**config.mk**
```make
export PLATFORM = sky130hd
export DESIGN_NAME = soglia_monitor
export DESIGN_NICKNAME = d
export VERILOG_FILES = /design/src/rtl/monitor_pkg.sv /design/src/rtl/window_timer.sv /design/src/rtl/soglia_monitor.sv
export SDC_FILE = /design/constraint.sdc
export NUM_CORES = 1
export LEC_CHECK = 0
export CORE_MARGIN = 2
export CORE_UTILIZATION = 40
export CTS_BUF_LIST = sky130_fd_sc_hd__clkbuf_4 sky130_fd_sc_hd__clkbuf_8
export DETAILED_ROUTE_END_ITERATION = 16
export SKIP_CTS_REPAIR_TIMING = 1
export SLEW_MARGIN = 20
export SYNTH_ARGS = -nofsm -noshare
export SYNTH_HDL_FRONTEND = slang
export SYNTH_HIERARCHICAL = 1
export SYNTH_SLANG_ARGS = --single-unit
```
**constraint.sdc**
```tcl
create_clock -name clk -period 4.5 [get_ports clk]
set_input_delay 0.45 -clock clk [delete_from_list [all_inputs] [get_ports clk]]
set_output_delay 0.45 -clock clk [all_outputs]
set_load 0.01 [all_outputs]
```
**src/rtl/monitor_pkg.sv**
```systemverilog
// Shared definitions for the stage FSM and the threshold monitor:
// monitor state encoding, reserved stage codes and default bus widths.
package monitor_pkg;

  typedef enum logic [1:0] {
    DISABLED = 2'd0,
    MONITOR  = 2'd1,
    ALARM    = 2'd2
  } state_t;

  localparam int MAXB_DEF   = 9;
  localparam int STAGE_DEF  = 3;
  localparam int STAGE_IDLE = 0;
  localparam int STAGE_LAST = 5;

endpackage

```
**src/rtl/window_timer.sv**
```systemverilog
// Free-running observation window counter: counts 0..WIN_CYCLES-1 and wraps.
// A synchronous restart forces it back to 0; last flags the final cycle.
module window_timer #(
  parameter int WIN_CYCLES = 100000000,
  parameter int WINW       = 27
) (
  input  logic clk,
  input  logic rst,
  input  logic restart,
  output logic last
);

  localparam logic [WINW-1:0] LAST_VAL = WINW'(WIN_CYCLES - 1);

  logic [WINW-1:0] value_reg;

  // Advance every cycle, wrap after the final window cycle, restart on demand
  always_ff @(posedge clk or negedge rst) begin
    if (!rst) begin
      value_reg <= '0;
    end else if (restart || (value_reg == LAST_VAL)) begin
      value_reg <= '0;
    end else begin
      value_reg <= value_reg + 1'b1;
    end
  end

  assign last = (value_reg == LAST_VAL);

endmodule

```
**src/rtl/soglia_monitor.sv**
```systemverilog
// Threshold monitor downstream of the stage FSM. Counts activity events per
// window, compares each window against soglia, latches an alarm after
// repeated misses and requests a stage advance after repeated hits.
// Build option: EVENT_SYNC_EN adds a synchronizer and rising-edge detector
// on evento for an asynchronous event source.
module soglia_monitor #(
  parameter int MAXB       = monitor_pkg::MAXB_DEF,
  parameter int STAGE      = monitor_pkg::STAGE_DEF,
  parameter int WIN_CYCLES = 100000000,
  parameter int WINW       = 27,
  parameter int MISS_MAX   = 3,
  parameter int HIT_MAX    = 5,
  parameter int STAGE_LAST = monitor_pkg::STAGE_LAST
) (
  input  logic             clk,
  input  logic             rst,
  input  logic             evento,
  input  logic [MAXB-1:0]  soglia,
  input  logic [STAGE-1:0] stage,
  input  logic             ack,
  output logic [MAXB-1:0]  conteggio,
  output logic             fine_finestra,
  output logic             allarme,
  output logic             avanza
);

  import monitor_pkg::*;

  localparam int MW = $clog2(MISS_MAX + 1);
  localparam int HW = $clog2(HIT_MAX + 1);
  localparam logic [MW-1:0]    MISS_LIM  = MW'(MISS_MAX);
  localparam logic [HW-1:0]    HIT_LIM   = HW'(HIT_MAX);
  localparam logic [STAGE-1:0] IDLE_CODE = STAGE'(STAGE_IDLE);
  localparam logic [STAGE-1:0] LAST_CODE = STAGE'(STAGE_LAST);

  state_t           state_reg, state_next;
  logic [MAXB-1:0]  count_reg, count_next, count_sat;
  logic [MW-1:0]    miss_reg, miss_next, miss_inc;
  logic [HW-1:0]    hit_reg, hit_next, hit_inc;
  logic [STAGE-1:0] stage_q;
  logic [MAXB-1:0]  conteggio_reg, conteggio_next;
  logic             fine_reg, fine_next;
  logic             allarme_reg;
  logic             avanza_reg, avanza_next;
  logic             run;
  logic             last;
  logic             evt_qual;

`ifdef EVENT_SYNC_EN
  logic [2:0] sync_reg;
  logic       evt_reg;

  // Two synchronizer flops, one history flop, and a registered edge pulse
  always_ff @(posedge clk or negedge rst) begin
    if (!rst) begin
      sync_reg <= '0;
      evt_reg  <= 1'b0;
    end else begin
      sync_reg <= {sync_reg[1:0], evento};
      evt_reg  <= sync_reg[1] & ~sync_reg[2];
    end
  end

  assign evt_qual = evt_reg;
`else
  assign evt_qual = evento;
`endif

  window_timer #(
    .WIN_CYCLES (WIN_CYCLES),
    .WINW       (WINW)
  ) u_timer (
    .clk     (clk),
    .rst     (rst),
    .restart (~run),
    .last    (last)
  );

  // Next-state, counter and window-evaluation logic
  always_comb begin
    state_next     = state_reg;
    count_next     = count_reg;
    miss_next      = miss_reg;
    hit_next       = hit_reg;
    conteggio_next = conteggio_reg;
    fine_next      = 1'b0;
    avanza_next    = 1'b0;
    run            = 1'b0;

    count_sat = count_reg;
    if (evt_qual && (count_reg != '1)) begin
      count_sat = count_reg + 1'b1;
    end
    miss_inc = (miss_reg == MISS_LIM) ? miss_reg : miss_reg + 1'b1;
    hit_inc  = (hit_reg == HIT_LIM) ? hit_reg : hit_reg + 1'b1;

    if (stage == IDLE_CODE) begin
      state_next     = DISABLED;
      count_next     = '0;
      miss_next      = '0;
      hit_next       = '0;
      conteggio_next = '0;
    end else if ((state_reg == DISABLED) || (stage != stage_q)) begin
      // Leaving idle or switching stage starts a fresh window; alarm kept
      if (state_reg == DISABLED) begin
        state_next = MONITOR;
      end
      count_next = '0;
      miss_next  = '0;
      hit_next   = '0;
    end else begin
      run        = 1'b1;
      count_next = count_sat;
      if ((state_reg == ALARM) && ack) begin
        state_next = MONITOR;
        miss_next  = '0;
      end
      if (last) begin
        count_next     = '0;
        conteggio_next = count_sat;
        fine_next      = 1'b1;
        if (count_sat < soglia) begin
          hit_next  = '0;
          miss_next = miss_inc;
          // A fresh miss limit overrides a simultaneous acknowledge
          if (miss_inc == MISS_LIM) begin
            state_next = ALARM;
          end
        end else begin
          miss_next = '0;
          if ((hit_inc == HIT_LIM) && (stage != LAST_CODE)) begin
            avanza_next = 1'b1;
            hit_next    = '0;
          end else begin
            hit_next = hit_inc;
          end
        end
      end
    end
  end

  // State and output registers
  always_ff @(posedge clk or negedge rst) begin
    if (!rst) begin
      state_reg     <= DISABLED;
      count_reg     <= '0;
      miss_reg      <= '0;
      hit_reg       <= '0;
      stage_q       <= '0;
      conteggio_reg <= '0;
      fine_reg      <= 1'b0;
      allarme_reg   <= 1'b0;
      avanza_reg    <= 1'b0;
    end else begin
      state_reg     <= state_next;
      count_reg     <= count_next;
      miss_reg      <= miss_next;
      hit_reg       <= hit_next;
      stage_q       <= stage;
      conteggio_reg <= conteggio_next;
      fine_reg      <= fine_next;
      allarme_reg   <= (state_next == ALARM);
      avanza_reg    <= avanza_next;
    end
  end

  assign conteggio     = conteggio_reg;
  assign fine_finestra = fine_reg;
  assign allarme       = allarme_reg;
  assign avanza        = avanza_reg;

endmodule

```
After elaboration in Yosys (flattened, before gate mapping) --
Index checks and enable logic that the tools add are counted.
Word-level totals: register bits after elaboration 58, output and inout port bits 12, bits of input ports 16
Operators by class: multiplexer cells 37, reduce and logical (&&, ||, !) cells 11, equal/unequal tests 11, bitwise logic cells 1, add/subtract/negate cells 4, $lt $le $gt $ge 1
Operators by type and width (count):
- 2-to-1 mux 9 bit | 7
- adder 27 x 1 -> 27 bit, second input constant | 1
- equality test 27 bit, second input constant | 1
- 2-to-1 mux 27 bit | 1
- 2-to-1 mux 2 bit | 13
- 2-to-1 mux 3 bit | 6
- 2-to-1 mux 1 bit | 10
- adder 9 x 1 -> 9 bit, second input constant | 1
- < comparator 9 bit | 1
- != test 9 bit, second input constant | 1
- equality test 2 bit, second input constant | 4
- equality test 3 bit, second input constant | 2
- nonzero test 4 bit | 1
- adder 3 x 1 -> 3 bit, second input constant | 1
- logical AND 1 bit | 3
- logical NOT 3 bit | 1
- != test 3 bit | 1
- != test 3 bit, second input constant | 1
- nonzero test 3 bit | 1
- adder 2 x 1 -> 2 bit, second input constant | 1
- logical NOT 2 bit | 1
- logical OR 1 bit | 2
- != test 2 bit, second input constant | 1
- AND reduction 2 bit | 1
- 2 further kinds | 2

Longest topological paths before layout --
Gate-level depths: netlist of the first run.
word-level depth 9, gate-level depth with buffers 16

Modules after synthesis --
The synthesis of the first run kept the hierarchy.
Modules (own cells, without submodules):
- soglia_monitor | sequential area each 775.7 um^2, times used 1, cells an instance 174, area each 1694.1 um^2
- window_timer | sequential area each 675.6 um^2, times used 1, cells an instance 151, area each 1417.6 um^2

Worst setup path after synthesis of the first run --
Ideal clock, no wire load.
path type register to register, start reg count_reg[0], end reg allarme_reg (netlist: allarme), arrival 3.390 ns, path buffers 1, path slack 0.989 ns, cell stages (with the launch flop) 17, clock period less this slack 3.511 ns, data required time 4.379 ns, cells stage by stage dfrtp_1 -> ha_1 -> and3_1 -> and3_1 -> ha_1 -> nor2b_1 -> buf_2 -> and4_1 -> nand3_1 -> xor2_1 -> inv_1 -> ha_1 -> nand4_1 -> or3b_1 -> o221ai_2 -> nor2_1 -> a22o_1
Between the ends: cells in the longest elaborated chain, start to end 9
RTL lines:
- start, declared | RTL line soglia_monitor.sv:37 | logic [MAXB-1:0] count_reg, count_next, count_sat;
- start signal, assigned | RTL line soglia_monitor.sv:156 | count_reg <= count_next;
- parallel branches: the longest is 2 deep, another holds adder 9 x 1 -> 9 bit
- 2-to-1 mux 9 bit * | RTL line soglia_monitor.sv:91 | if (evt_qual && (count_reg != '1)) begin
- < comparator 9 bit * | RTL line soglia_monitor.sv:122 | if (count_sat < soglia) begin
- 2-to-1 mux 2 bit * | RTL line soglia_monitor.sv:122
- 2-to-1 mux 2 bit * | RTL line soglia_monitor.sv:118 | if (last) begin
- 2-to-1 mux 2 bit * | RTL line soglia_monitor.sv:103 | end else if ((state_reg == DISABLED) || (stage != stage_q)) begin
- 2-to-1 mux 2 bit * | RTL line soglia_monitor.sv:97 | if (stage == IDLE_CODE) begin
- equality test 2 bit * | RTL line soglia_monitor.sv:162 | allarme_reg <= (state_next == ALARM);
- end signal, assigned | RTL line soglia_monitor.sv:162
- end, declared | RTL line soglia_monitor.sv:43 | logic allarme_reg;
Mark *: on every way between the ends. A chain may end at the register's enable or synchronous reset.

Worst setup path in the final report of the first run --
Ends and elaborated chain as after synthesis.

==> metrics, run 1 <==
# rows=32; CP Capture Type=flop; fin area=0.00369 mm^2; Hold Crit Class=in -> async; Startpoint Class=flop; die height=92.2 um; crit-path cells=ha_1, and3_1, and3_1, ha_1, nor2b_1, and4_1, nand3_1, xor2_1, inv_1, ha_1, nand4_1, or3b_1, o221ai_2, nor2_1, a22o_1; DRT Wirelength=6570 um; fin. max-slew vios=0; number of remaining DRC errors=0; DR iter-0 viols=92; I/O Pins=28; largest family of logic cells by synthesized area=simple AND/OR/NAND/NOR gates; status=finished clean; Slew Limit Headroom=0.449; Detailed Place HPWL=about 4600 um; share of layout cells above drive strength 1=0.0806; clk sinks=58; Port-buffer cells=27; Max Clk Rate=0.250 GHz; Final Hold Viols=0; Post-Synth XOR/XNOR Area=0.0619; WL per Instance=about 14 um; Setup TNS Final=0 ns; Layout area overhead=18.7%; flops & latches, synth=58; critical path startpoint=count_reg[0]; Pre-antenna DRT Iters=4; Detail Route Antenna Nets=0; Slowest cell on crit path=dfrtp_1; # setup viols final=0; largest area contributor in the netlist=dfrtp_1; Bufs and invs on worst path=1; worst vdd ir=231 uV; Adder-Cell Fraction of Synth Area=0.0523; Crit path depth=15; instance count of the mapped netlist=325; multi-input logic area=0.00152 mm^2; Worst EP required=~4.7 ns; Tot GR Track Use=0.169; Lkg Pwr=1.62 nW; core area=between 0.007 and 0.008 mm^2; synthesized cell area=0.00311 mm^2; post-synth cell types=52; number of synthesized flops with an enable pin=0; Hold WS=between 0.2 and 0.3 ns; pin count of the biggest net entering global routing=roughly 60; Top delay family on crit path=simple AND/OR/NAND/NOR gates; CP dominant cell by count=ha_1; Synth async-reset ratio=1.00; vias=~2500; clk root buf=clkbuf_8; Worst-Margin Slew=0.826 ns; total congestion overflow=0; clock skew=0.0106 ns; share of the synthesized area in the top cell type=0.466; Final #Nets=385; die area=about 0.0085 mm^2; CTS Buf Count=9; mux contribution to synthesized area=0.00965; initial antenna violation count=0; post-synthesis sequential area ratio=0.466; Synth Flop Type=dfrtp_1; Compound-Gate Fraction of Synth Area=0.127; period utilization=0.887; post-placement cell area=about 0.0035 mm^2; Die X=~90 um; synthesized area per cell=9.57 um^2; max reg flops=27; H-tree depth=3; Setup Crit Path Kind=reg -> reg; worst flop-to-flop path startpoint=count_reg[0]; Max-Cap Viols=0; first-pass GRT wire length=11300 um; Ant. Diodes=0; Vias/cell=5.33; fill cell count=764; clock buffer depth=2; crit path DAT=4.22 ns; worst stage delay on the critical path=0.42 ns; unrepaired setup endpoints after global routing=no; Clk pin slew, worst setup/hold paths=around 0.070 ns; Placer Congestion=0.837; most frequent cells after synthesis=58 x dfrtp_1, 31 x nor2_1, 28 x nand2_1, 25 x inv_1, 18 x o21ai_0; post-synthesis simple-gate area fraction=0.236; PD cells=303 mW/mm^2; syn nets=354; top-count cell post-synth=dfrtp_1; Crit Path Max Fanout=9; Tot Pwr=1.12 mW; Initial Utilization=0.407; CTS tree=built; Synth warnings=6; synth top area cells=dfrtp_1 47%, ha_1 5.2%, xor2_1 4.2%; post-route minimum period=between 3 and 4 ns; later-pin clock latency in the skew report=0.34 ns; vias in the first global route=~2400; area occupied by registers=0.00145 mm^2; reg2reg path depth=15
power by group:
| part | switching [mW] | internal [mW] | leakage [nW] |
|---|---|---|---|
| logic | 0.0365 | 0.0227 | 0.712 |
| clock network | 0.209 | 0.323 | 0.112 |
| registers | 0.00218 | 0.524 | 0.799 |
final timing paths:
kind | slack, ns | to
worst max-delay path | 0.51 | allarme
worst min-delay path | 0.26 | u_timer/value_reg[3]
worst max register to register | 0.51 | allarme
worst min register to register | 0.46 | u_timer/value_reg[0]
max in group asynchronous | 3.76 | hit_reg[0]
min in group clk | 0.46 | u_timer/value_reg[0]
layer usage:
layer  track usage  vias to the layer above  share of wire
li1              -                     1223              -
met1         0.217                     1189           0.47
met2         0.273                       40           0.48
met3        0.0468                        9          0.041
met4        0.0597                        0          0.011
met5             0                        -              0
through the flow:
stage | std cells | setup WS [ns] | util
floorplan | 325 | 0.989 | -
global placement | 447 | 0.709 | 0.455
detailed placement | 447 | 0.523 | 0.455
CTS | 462 | 0.503 | 0.483
global route | 462 | 0.252 | 0.483
finish | 462 | 0.508 | 0.483
cell usage in the layout (no fill, tap or decap), drive strengths merged, types with 7 or more instances in the layout:
cell / count
ha: 13
xor2: 15
nand2: 29
nand3: 13
and3: 9
o21ai: 18
or4: 7
or3: 8
clkdlybuf4s50: 26
o31ai: 7
inv: 25
nor2: 31
a21oi: 18
clkbuf: 10
nand4: 14
dfrtp: 58
xnor2: 7
final cells by class:
type,count,share of cell area
multi-input combinational,232,0.410
sequential,58,0.393
timing repair buffer,30,0.0779
clock buffer,10,0.0373
tap,102,0.0346
inverter,25,0.0254
clock inverter,5,0.0213
kinds of logic after synthesis:
family	count (synthesis)
adders and majority gates	13
and+or+nand+nor	133
buffers and inverters	35
DFF	58
AOI/OAI and AO/OA	61
xor gates and xnor gates	22
muxes	3
Power figures use the tool's default switching activity.
==> run 2: changes to the inputs <==
--- a/config.mk
+++ b/config.mk
@@ -5,8 +5,9 @@
 export SDC_FILE = /design/constraint.sdc
 export NUM_CORES = 1
 export LEC_CHECK = 0
+export CORE_ASPECT_RATIO = 1.25
 export CORE_MARGIN = 2
-export CORE_UTILIZATION = 40
+export CORE_UTILIZATION = 35
 export CTS_BUF_LIST = sky130_fd_sc_hd__clkbuf_4 sky130_fd_sc_hd__clkbuf_8
 export DETAILED_ROUTE_END_ITERATION = 16
 export SKIP_CTS_REPAIR_TIMING = 1
==> constraint.sdc (replaced) <==
create_clock -name clk -period 3.9 [get_ports clk]
set_input_delay 0.39 -clock clk [delete_from_list [all_inputs] [get_ports clk]]
set_output_delay 0.39 -clock clk [all_outputs]
set_load 0.01 [all_outputs]
==> metrics, run 2 (synthesis gave the netlist of run 1 again) <==
status=finished clean; Pre-antenna DRT Iters=4; DRT Wirelength=6590 um; max reg flops=27; clock skew=0.00949 ns; CTS tree=built; Clock Power Share=0.438; Vias/cell=approximately 5.1; first-pass GRT wire length=11600 um; Initial Utilization=0.360; number of remaining DRC errors=0; CP dominant cell by count=and3_1; GR Util met1=0.193; pre-CTS setup slack=0.161 ns; # setup viols final=0; Net Sw Power=between 0.2 and 0.3 mW; CTS Buf Count=9; clk sinks=58; Die X=88.3 um; Crit Path Max Fanout=6; Max Clk Rate=0.276 GHz; vias in the first global route=2479; Lkg Pwr=1.63 nW; crit-path cells=ha_1, and3_1, and3_1, ha_1, nor2b_2, and3_1, nand2_1, xor2_2, inv_1, ha_1, and3_1, or3b_4, o221ai_4, buf_4, a41oi_1, a31oi_1; most frequent cells in the layout=58 x dfrtp_1, 31 x nor2_1, 28 x nand2_1; gr busiest metal=met2; reg2reg path depth=16; Final Hold Viols=0; Net Sw Frac=0.231; Combinational Power Share=0.058; Slowest cell on crit path=dfrtp_1; Reg2Reg Setup Slack=0.27 ns; die area=just under 0.01 mm^2; share of layout cells above drive strength 1=0.102; Worst EP required=~4.2 ns; CP Capture Type=flop; fin. max-slew vios=0; Startpoint Class=flop; core area=0.00865 mm^2; initial antenna violation count=0; PD cells=323 mW/mm^2; Hold Crit Class=in -> async; post-route minimum period=between 3 and 4 ns; WL per Instance=13.6 um; total congestion overflow=0; later-pin clock latency in the skew report=0.34 ns; H-tree depth=3; met3 usage=0.0263; clk root buf=clkbuf_8; DR iter-0 viols=137; Tot GR Track Use=0.155; Tot Pwr=1.21 mW; I/O Pins=28; Layout area overhead=20.1%; Final #Nets=387; Worst-Margin Slew=0.880 ns; worst r2r dst=hit_reg[0]; Detail Route Antenna Nets=0; crit path DAT=3.88 ns; Clk pin slew, worst setup/hold paths=0.06 ns; post-route setup slack=0.274 ns; Internal=0.927 mW; worst vdd ir=about 150 uV; worst flop-to-flop path startpoint=count_reg[0]; Detailed Place HPWL=4690 um; vias=2459; Setup Crit Path Kind=reg -> reg; worst stage delay on the critical path=~0.42 ns; fill cell count=886; Slew Limit Headroom=0.413; Ant. Diodes=0; met2 usage in global routing=0.253; Max-Cap Viols=0; pin count of the biggest net entering global routing=40; clock buffer depth=2; # rows=38; most common cell after layout, fill and taps aside=dfrtp_1; die height=109 um; Placer Congestion=a little under 0.8; Sequential Power Share=0.504; Port-buffer cells=27; period utilization=0.930
run 2: per-layer routing:
metal / vias to the layer above / share of wire
li1: 1220 / -
met1: 1178 / 0.45
met2: 45 / 0.49
met3: 16 / 0.040
met4: 0 / 0.024
met5: - / 0
run 2: through the flow:
step	cells	util	area, um^2	setup TNS [ns]	hold slack [ns]
floorplan	325	-	3110	0	0.0944
global placement	466	0.405	3510	0	0.438
detailed placement	466	0.405	3510	0	0.446
CTS	482	0.427	3700	0	0.199
global route	483	0.432	3740	-0.0186	0.233
finish	483	0.432	3740	0	0.171
run 2: worst max-delay path: cells and delay by family, from the launching register on:
family	cells	cell delay (ns)
AO/OA/AOI/OAI	3	0.48
XOR/XNOR	1	0.19
adder cells (fa/ha/maj)	3	0.73
buffers and inverters	2	0.25
flip-flops	1	0.42
AND/OR/NAND/NOR	7	1.47
run 2: worst max path at each step:
stage                      start    endpoint  slack [ns]
finish              count_reg[0]  hit_reg[0]        0.27
global route        count_reg[0]  hit_reg[0]       -0.02
CTS                 count_reg[0]  hit_reg[0]        0.16
detailed placement  count_reg[0]  hit_reg[0]        0.16
global placement    count_reg[0]  hit_reg[0]        0.32
floorplan           count_reg[0]     allarme        0.39
run 2: layout make-up:
type	instances	area, um^2	area share
clock inverter	2	10.0	0.00268
inverter	25	93.8	0.0251
sequential	58	1450	0.388
timing repair buffer	32	303	0.0810
tap	120	150	0.0402
multi-input combinational	232	1550	0.414
clock buffer	14	180	0.0482
run 2: power groups by stage:
stage / Combinational, mW / Sequential (mW) / Clock [mW]
5_1_grt: 0.0793 / 0.608 / 0.573
6_report: 0.0696 / 0.608 / 0.528
4_1_cts: 0.0708 / 0.607 / 0.545
3_3_place_gp: 0.0693 / 0.618 / 0
3_5_place_dp: 0.0704 / 0.619 / 0
2_1_floorplan: 0.0323 / 0.618 / 0
==> run 3: changes to the inputs <==
--- a/config.mk
+++ b/config.mk
@@ -10,6 +10,7 @@
 export CORE_UTILIZATION = 35
 export CTS_BUF_LIST = sky130_fd_sc_hd__clkbuf_4 sky130_fd_sc_hd__clkbuf_8
 export DETAILED_ROUTE_END_ITERATION = 16
+export GPL_ROUTABILITY_DRIVEN = 0
 export SKIP_CTS_REPAIR_TIMING = 1
 export SLEW_MARGIN = 20
 export SYNTH_ARGS = -nofsm -noshare
==> results of run 3 <==
Final layout, timing and power as in run 2 (identical DEF).
==> RTL edit: new RTL, config.mk and constraints of run 2 <==
`MISS_MAX`: 3 -> 6.
--- a/src/rtl/soglia_monitor.sv
+++ b/src/rtl/soglia_monitor.sv
@@ -10,3 +10,3 @@
   parameter int WINW       = 27,
-  parameter int MISS_MAX   = 3,
+  parameter int MISS_MAX   = 6,
   parameter int HIT_MAX    = 5,
Function: same outputs for any inputs over 10 cycles, from zero or initial values and one cycle with rst low; that may be too few to reach the edited logic, so the function may still have changed.
==> RTL edit against run 2 <==
- utilization shrank 0.43 points
- sequential share of layout area is 0.59 points lower
- synthesized area up 3.0%
- wire length increased by 0.70%
- highest routed layer unchanged
- sequential cell count up 1
- cell area increased by 3.3%
- die area is 2.9% higher
- total power rose by 21%
- via count increased by 3.1%
- setup slack improved by 0.026 ns
==> RTL edit: results (changes against run 2) <==
| Metric | Value |
|---|---|
| CP max stage cell | dfrtp_1 (unchanged) |
| Synth unique cells | 46 (was 52) |
| R2R depth | 15 (was 16) |
| Reg2Reg Capture Point | state_reg[0] (was hit_reg[0]) |
| Setup ws final | 0.300 ns (was 0.274 ns) |
| Layout cells sized above 1 | 8.11% (was 10.2%) |
| Global-route usage over all layers | 14.9% (was 15.5%) |
| Total CTS buffers | 9 (unchanged) |
| Antenna violations before repair | 0 (unchanged) |
| Synth area leaders | dfrtp_1, ha_1, xor2_1, nor2_1, o21ai_0 (was dfrtp_1, ha_1, xor2_1, nor2_1, nand2_1) |
| Slew @ Worst Pin | 1.00 ns (was 0.880 ns) |
| Worst Hold Class | primary input to async pin (unchanged) |
| Final Wtd Congestion | 0.785 (was 0.783) |
| LEAKAGE | 1.71 nW (was 1.63 nW) |
| Global-route wire length before repair | 11700 um (was 11600 um) |
| Clk Latency, worst-skew pair | 0.34 ns (about the same) |
| Root buffer cell | clkbuf_8 (unchanged) |
| Synth warnings | 6 (unchanged) |
| CTS H-tree lvls | 3 (unchanged) |
| Max IR drop VDD | 0.152 mV (was 0.149 mV) |
| Placement Setup Slack | 0.284 ns (was 0.161 ns) |
| Largest net degree at the start of global routing | 37 (was 40) |
| Post-synthesis sequential area ratio | 46.1% (was 46.6%) |
| Crit. Startpoint | count_reg[0] (unchanged) |
| Fillers | 881 (was 886) |
| Synth Net Count | 368 (was 354) |
| Max Root-Sink Buffers | 2 (unchanged) |
| Worst-path clk slew | ~0.07 ns |
| Crit path DAT | 3.83 ns (was 3.88 ns) |
| Setup Skew | 0.00892 ns (was 0.00949 ns) |
| Vias in the first global route | 2551 (was 2479) |
| 1st-pass router iterations | 4 (unchanged) |
| Critical Path Fanout Max | 9 (was 6) |
| IO Port Bufs | 27 (unchanged) |
| Critical Path End Type | flop (unchanged) |
| Post-DP HPWL | 4720 um (was 4690 um) |
| Post-synth top flop | dfrtp_1 (unchanged) |
| 1st-iter DRT viols | 160 (was 137) |
| Asr flop ratio synth | 100% (unchanged) |
| Slowest stage delay, CP | 0.43 ns |
| Antenna fix cells | 0 (unchanged) |
| Drt total wl | 6630 um (was 6590 um) |
| Vias | 2534 (was 2459) |
| Worst R2R Start | count_reg[0] (unchanged) |
| Outcome | finished clean (unchanged) |
| Final #Nets | 396 (was 387) |
| Top cell family by delay on the critical path | simple AND/OR/NAND/NOR gates (unchanged) |
| Largest register FFs | 27 (unchanged) |
| Synth top cells by count | dfrtp_1, nor2_1, inv_1 (was dfrtp_1, nor2_1, nand2_1) |
==> RTL edit: cell count changes in the layout (fill, tap and decap cells not counted), sizes merged, moves of 3 or more <==
cell	delta
nand3	+3
nand2	-3
o21ai	+4
buf	-4
bufinv	+4
nand4	+3
==> RTL edit: worst min-delay path by stage <==
stage / cells after the start / to
after floorplan: 0 / allarme
after global placement: 1 / u_timer/value_reg[0]
after detailed placement: 1 / u_timer/value_reg[0]
after CTS: 1 / conteggio[0]
after global routing: 1 / conteggio[5]
final: 1 / conteggio[0]
==> RTL edit: stage by stage <==
stage | power [mW] | area, um2 | hold WS, ns | utilization (%) | instances
6_report | 1.46 | 3860 | 0.138 | 42.7 | 493
5_1_grt | 1.52 | 3860 | 0.203 | 42.7 | 493
4_1_cts | 1.48 | 3860 | 0.170 | 42.7 | 493
3_5_place_dp | 0.696 | 3580 | 0.453 | 39.7 | 477
3_3_place_gp | 0.696 | 3580 | 0.444 | 39.7 | 477
2_1_floorplan | 0.659 | 3210 | 0.0944 | - | 337
==> RTL edit: cell families (layout without fill, tap and decap cells) <==
| logic type | count (synthesis) | after routing | synth area share (%) |
|---|---|---|---|
| AND/OR/NAND/NOR | 138 | 138 | 24.1 |
| XOR/XNOR | 24 | 24 | 6.56 |
| buffers and inverters | 38 | 71 | 5.07 |
| AO/OA/AOI/OAI | 61 | 61 | 11.7 |
| flip-flops | 59 | 59 | 46.1 |
| adder cells (fa/ha/maj) | 15 | 15 | 5.85 |
| multiplexers | 2 | 2 | 0.625 |
==> RTL edit: final cells by class <==
class,instances,area (um2),area share [%]
multi-input cells,240,1580,40.8
well taps,123,154,3.99
repair buffers,28,273,7.07
clock inverters,4,120,3.11
flip-flops and latches,59,1480,38.3
inverters,27,101,2.63
clock buffers,12,159,4.12
==> RTL edit: metal layers <==
layer  routed length [um]  GRT usage, %  vias to the layer above  part of all wire, %
li1                     -             -                     1255                    -
met1                 3130          20.2                     1234                   47
met2                 3180          22.7                       38                   48
met3                  231          4.02                        7                  3.5
met4                   94          5.37                        0                  1.4
met5                    0             0                        -                    0
==> RTL edit: power by group <==
group / switching (mW) / leakage (nW) / internal, mW / total (mW)
clock: 0.243 / 0.140 / 0.532 / 0.775
combinational: 0.0402 / 0.756 / 0.0254 / 0.0656
sequential: 0.00222 / 0.813 / 0.615 / 0.617
